`config.mk`:
```
export PLATFORM = sky130hd
export DESIGN_NAME = fifo_rd_packer
export DESIGN_NICKNAME = d
export VERILOG_FILES = /design/src/rtl/fifo_rd_packer_pkg.sv /design/src/rtl/fifo_rd_packer.sv
export SDC_FILE = /design/constraint.sdc
export NUM_CORES = 1
export LEC_CHECK = 0
export CELL_PAD_IN_SITES_DETAIL_PLACEMENT = 0
export CELL_PAD_IN_SITES_GLOBAL_PLACEMENT = 2
export CORE_UTILIZATION = 30
export DETAILED_ROUTE_END_ITERATION = 16
export GPL_ROUTABILITY_DRIVEN = 1
export PLACE_DENSITY = 0.71
export SETUP_SLACK_MARGIN = 0.15
export SLEW_MARGIN = 40
export SYNTH_ARGS = -nofsm -noshare
export SYNTH_HDL_FRONTEND = slang
export SYNTH_SLANG_ARGS = --single-unit
```
`constraint.sdc`:
```
create_clock -name rd_clk -period 2.1 [get_ports rd_clk]
set_clock_uncertainty 0.1 [all_clocks]
set_input_delay 0.42 -clock rd_clk [delete_from_list [all_inputs] [get_ports rd_clk]]
set_output_delay 0.42 -clock rd_clk [all_outputs]
set_load 0.02 [all_outputs]
```
`src/rtl/fifo_rd_packer_pkg.sv`:
```
// Shared definitions for the FIFO read-side family: packer state encodings
// and default geometry constants.
package fifo_rd_packer_pkg;

  typedef enum logic {
    ST_ACCUM = 1'b0,
    ST_FLUSH = 1'b1
  } state_t;

  localparam int DEF_DATA_WIDTH = 8;
  localparam int DEF_ADDR_WIDTH = 4;
  localparam int DEF_RATIO      = 4;

endpackage

```
`src/rtl/fifo_rd_packer.sv`:
```
// Packs RATIO consecutive FIFO read words into one wide output beat; a flush
// closes a partial beat early and marks it with out_last.
module fifo_rd_packer
  import fifo_rd_packer_pkg::*;
#(
  parameter int DATA_WIDTH = DEF_DATA_WIDTH,
  parameter int RATIO      = DEF_RATIO
) (
  input  logic                        rd_clk,
  input  logic                        rst,
  input  logic                        fifo_empty,
  input  logic [DATA_WIDTH-1:0]       fifo_rd_data,
  output logic                        fifo_rd_en,
  input  logic                        flush,
  output logic                        out_valid,
  input  logic                        out_ready,
  output logic [DATA_WIDTH*RATIO-1:0] out_data,
  output logic [RATIO-1:0]            out_keep,
  output logic                        out_last
);

  localparam int CW = $clog2(RATIO + 1);

  state_t                      r_state;
  logic [CW-1:0]               r_acc_cnt;
  logic                        r_pop_d;
  logic                        r_out_valid;
  logic [DATA_WIDTH*RATIO-1:0] r_out_data;
  logic [RATIO-1:0]            r_out_keep;
  logic                        r_out_last;

  logic [CW-1:0]               w_fill;
  logic                        w_slot_free;
  logic                        w_full;
  logic                        w_close;
  logic                        w_xfer;
  logic                        w_pop;
  logic [DATA_WIDTH*RATIO-1:0] w_beat;
  logic [RATIO-1:0]            w_keep;

  // w_fill counts the word landing this cycle, so a beat can close on the
  // same edge its last word arrives and pops never bubble between beats.
  assign w_fill      = r_acc_cnt + {{(CW-1){1'b0}}, r_pop_d};
  assign w_slot_free = !r_out_valid || out_ready;
  assign w_full      = (w_fill == CW'(RATIO));
  assign w_close     = (r_state == ST_FLUSH) && !r_pop_d && (r_acc_cnt != '0);
  assign w_xfer      = w_slot_free && (w_full || w_close);
  assign fifo_rd_en  = !fifo_empty && !rst && (r_state == ST_ACCUM) &&
                       ((w_fill < CW'(RATIO)) || w_xfer);
  assign w_pop       = fifo_rd_en && !fifo_empty;

  for (genvar g = 0; g < RATIO; g++) begin : g_lane
    logic [DATA_WIDTH-1:0] r_q;

    always_ff @(posedge rd_clk) begin
      if (r_pop_d && (r_acc_cnt == CW'(g)))
        r_q <= fifo_rd_data;
    end

    assign w_beat[g*DATA_WIDTH +: DATA_WIDTH] =
      (CW'(g) < r_acc_cnt)                  ? r_q :
      (r_pop_d && (r_acc_cnt == CW'(g)))    ? fifo_rd_data : '0;
    assign w_keep[g] = (CW'(g) < w_fill);
  end

  always_ff @(posedge rd_clk) begin
    if (rst) begin
      r_state     <= ST_ACCUM;
      r_acc_cnt   <= '0;
      r_pop_d     <= 1'b0;
      r_out_valid <= 1'b0;
      r_out_data  <= '0;
      r_out_keep  <= '0;
      r_out_last  <= 1'b0;
    end else begin
      r_pop_d   <= w_pop;
      r_acc_cnt <= w_xfer ? '0 : w_fill;

      case (r_state)
        ST_ACCUM: if (flush) r_state <= ST_FLUSH;
        ST_FLUSH: if (w_xfer || (!r_pop_d && (r_acc_cnt == '0))) r_state <= ST_ACCUM;
        default:  r_state <= ST_ACCUM;
      endcase

      if (w_xfer) begin
        r_out_valid <= 1'b1;
        r_out_data  <= w_beat;
        r_out_keep  <= w_keep;
        r_out_last  <= (r_state == ST_FLUSH);
      end else if (out_ready) begin
        r_out_valid <= 1'b0;
      end
    end
  end

  assign out_valid = r_out_valid;
  assign out_data  = r_out_data;
  assign out_keep  = r_out_keep;
  assign out_last  = r_out_last;

endmodule

```
==> tab_implementation.tex <==
\begin{tabular}{lr}
\hline
Metric & Value \\
\hline
\multicolumn{2}{l}{\textbf{Status}} \\
\quad Outcome & complete, but fails checks \\
\quad Violations in the final reports & setup timing \\
\multicolumn{2}{l}{\textbf{STA}} \\
\quad Final period demand of the worst path & 2.42 ns \\
\quad Min Hold Slack & 0.387 ns \\
\quad Unrepaired setup endpoints after global routing & true \\
\quad Headroom to the max-slew limit & 0.612 \\
\quad Number of endpoints with negative hold slack in the final report & 0 \\
\quad Setup WS post-layout & -0.324 ns \\
\quad Final critical-path share of the clock period & 1.15 \\
\quad Max Freq & 413 MHz \\
\quad Count of final setup violators & 1 \\
\quad Number of pins exceeding their max-slew limit in the final report & 0 \\
\quad Tightest Pin Transition & 0.581 ns \\
\quad Sum of negative setup slack & -0.324 ns \\
\multicolumn{2}{l}{\textbf{Placed design}} \\
\quad Area post-placement & 0.00398 mm² \\
\quad Number of input and output port buffers inserted & 51 \\
\quad Global placement routability congestion & 0.816 \\
\quad Detailed Place HPWL & 5420 µm \\
\multicolumn{2}{l}{\textbf{Clock tree}} \\
\quad Clock-pin slew on the worst setup and hold paths & 0.08 ns \\
\quad CTS root buf & clkbuf\_8 \\
\quad Cts bufs inserted & 9 \\
\quad TritonCTS Sinks & 75 \\
\quad Source-to-sink clock delay at the later pin of the worst-skew pair & 0.35 ns \\
\quad CTS HTree Levels & 3 \\
\quad TritonCTS clock tree & built \\
\quad Max Root-Sink Buffers & 2 \\
\multicolumn{2}{l}{\textbf{Logic synthesis}} \\
\quad Ys Warns & 0 \\
\quad Number of unique standard cell types used by synthesis & 33 \\
\quad Post-synth EDFFs & 32 \\
\quad Area contributors post-synth & edfxtp\_1 31\%, dfxtp\_1 28\%, a21oi\_1 6.6\% \\
\quad Cell types with the highest counts after synthesis & 43 x dfxtp\_1, 40 x a21oi\_1, 32 x edfxtp\_1 \\
\quad Asr flop ratio synth & 0 \\
\quad Cell type contributing the most total cell area after synthesis & edfxtp\_1 \\
\quad Post-synthesis cell count & 276 \\
\quad Share of the synthesized area in the top cell type & 0.315 \\
\quad Sequential share of the synthesized area & 0.597 \\
\quad Synth Area per Inst & 11.1 µm² \\
\quad Post-synthesis instance area & 0.00305 mm² \\
\quad Post-synthesis register bit count & 75 \\
\quad Top flip-flop cell by instance count after synthesis & dfxtp\_1 \\
\quad Synthesized net count & 291 \\
\quad Leading cell type by number of instances after synthesis & dfxtp\_1 \\
\multicolumn{2}{l}{\textbf{Power and ir drop}} \\
\quad Total power density per cell area & 724 mW/mm² \\
\quad Leakage power & 1.34 nW \\
\quad Maximum VDD drop & 0.245 mV \\
\multicolumn{2}{l}{\textbf{Setup path}} \\
\quad Data arrival, critical path & 1.90 ns \\
\quad Start point of the critical path & r\_acc\_cnt[0] \\
\quad Kind of end point of the critical path & primary output \\
\quad Launch point of the worst reg-to-reg path & r\_acc\_cnt[0] \\
\quad Largest driver fanout on the critical path & 2 \\
\quad Required time of the worst setup path & 1.58 ns \\
\quad Critical path class & register to primary output \\
\quad Startpoint class of the critical path & register \\
\multicolumn{2}{l}{\textbf{Floorplan}} \\
\quad Height of the chip & 103 µm \\
\quad Die Outline Area & 0.0106 mm² \\
\quad IO Count & 52 \\
\quad Core area & 0.00982 mm² \\
\quad Die span in x & 103 µm \\
\quad Number of placement rows & 36 \\
\quad Initial Util & 0.311 \\
\multicolumn{2}{l}{\textbf{Hold path}} \\
\quad HP Class & register to register \\
\quad Beginning of the worst hold path & out\_last \\
\multicolumn{2}{l}{\textbf{Global routing}} \\
\quad Initial antenna violation count & 0 \\
\quad Maximum number of pins on one net before global-route repair & 45 \\
\quad Grt ovf & 0 \\
\quad First-pass GRT wire length & 13800 µm \\
\quad Total routing usage reported by global routing & 0.180 \\
\quad Number of global-route vias before repair & 2406 \\
\multicolumn{2}{l}{\textbf{Final layout}} \\
\quad Final Net Count & 367 \\
\quad Antenna Cells & 0 \\
\quad Cell area after layout & 0.00432 mm² \\
\quad Layout cells sized above 1 & 0.230 \\
\quad Final core occ & 0.440 \\
\quad Layout overhead on the synthesized area & 41.5\% \\
\multicolumn{2}{l}{\textbf{Drt}} \\
\quad Number of nets with antenna violations after detailed routing & 0 \\
\quad Via count & 2550 \\
\quad Detailed router's first-iteration violation count & 122 \\
\quad Wire length after detailed routing & 8970 µm \\
\quad DR WL/cell & 18.3 µm \\
\quad Number of detailed-routing iterations run before antenna repair & 4 \\
\quad Average vias per placed instance & 5.20 \\
\quad Remaining design rule violation count & 0 \\
\multicolumn{2}{l}{\textbf{Flow run}} \\
\quad Number of violations of the max-capacitance limit & 0 \\
\hline
\end{tabular}
==> per-layer routing <==
metal | GRT usage | part of all wire | vias to the layer above
li1 | - | - | 1236
met2 | 0.263 | 0.45 | 68
met3 | 0.0393 | 0.051 | 5
met4 | 0.0520 | 0.0095 | 0
met5 | 0 | 0 | -
met1 | 0.266 | 0.49 | 1241
==> layout make-up <==
cell class                      count  area [µm²]
Multi-Input combinational cell    175        1280
Clock inverter                      7        67.6
Timing Repair Buffer               91         850
Sequential cell                    75        1830
Tap cell                          133         166
Clock buffer                        9         124
Fill cell                         988        5500
==> worst max-delay path, cell delays in order, from the launching register on <==
cell and delay [ns]:
dfxtp_4 0.35, ha_4 0.16, ha_4 0.22, nor2_4 0.10, a22o_1 0.19, a21oi_4 0.08
nor4_4 0.26, buf_4 0.19
==> what timing repair did <==
action / 4_1_cts / 5_1_grt
resized for setup: 24 / 7
endpoints found under the hold margin: 0 / 0
buffers inserted: 2 / 3
pin swaps: 4 / 0
setup endpoints to repair: 42 / 41
hold buffers: 0 / 0
gates cloned: 1 / 0
==> registers in the layout, summed over array words and instances, names as in the netlist <==
| register | flops |
|---|---|
| r_acc_cnt | 3 |
| out_keep | 4 |
| out_last | 1 |
| out_data | 32 |
| r_state | 1 |
| out_valid | 1 |
| r_pop_d | 1 |
| g_lane.r_q | 32 |
==> metrics by stage <==
| step | cells | total power, mW | worst slack, ns |
|---|---|---|---|
| floorplan | 276 | 1.83 | -0.00831 |
| global placement | 468 | 2.03 | -0.563 |
| detailed placement | 468 | 2.03 | -0.546 |
| CTS | 487 | 3.15 | -0.362 |
| global route | 490 | 3.25 | -0.422 |
| finish | 490 | 3.12 | -0.324 |
==> placed cells by master (no fill, tap or decap), types with 5 or more instances in the layout <==
master	Yosys	routed
a311oi_1	9	9
clkbuf_8	0	9
a21oi_1	40	39
a211oi_1	18	17
a22oi_1	16	16
a32o_1	8	8
edfxtp_1	32	32
nor3_1	18	18
a2111oi_2	0	7
buf_4	3	37
dfxtp_1	43	40
nor2_4	2	5
nand3_1	9	9
clkdlybuf4s50_1	0	50
nand2_1	19	19
==> logic make-up after synthesis <==
family                   share of synthesized area
AO/OA/AOI/OAI                                0.237
XOR/XNOR                                   0.00574
adder cells (fa/ha/maj)                    0.00820
buffers and inverters                       0.0398
flip-flops                                   0.597
AND/OR/NAND/NOR                              0.112
==> report_power, final <==
part           switching (mW)  internal [mW]  leakage [nW]
sequential             0.0214           1.56         0.640
combinational           0.233          0.198         0.604
clock                   0.560          0.545        0.0947
==> final timing paths <==
check	end	slack [ns]	cells after the start
worst max-delay path	fifo_rd_en	-0.32	7
worst min-delay path	out_last	0.39	2
worst max register to register	out_data[7]	0.05	7
worst min register to register	out_last	0.39	2
Power figures use the tool's default switching activity.
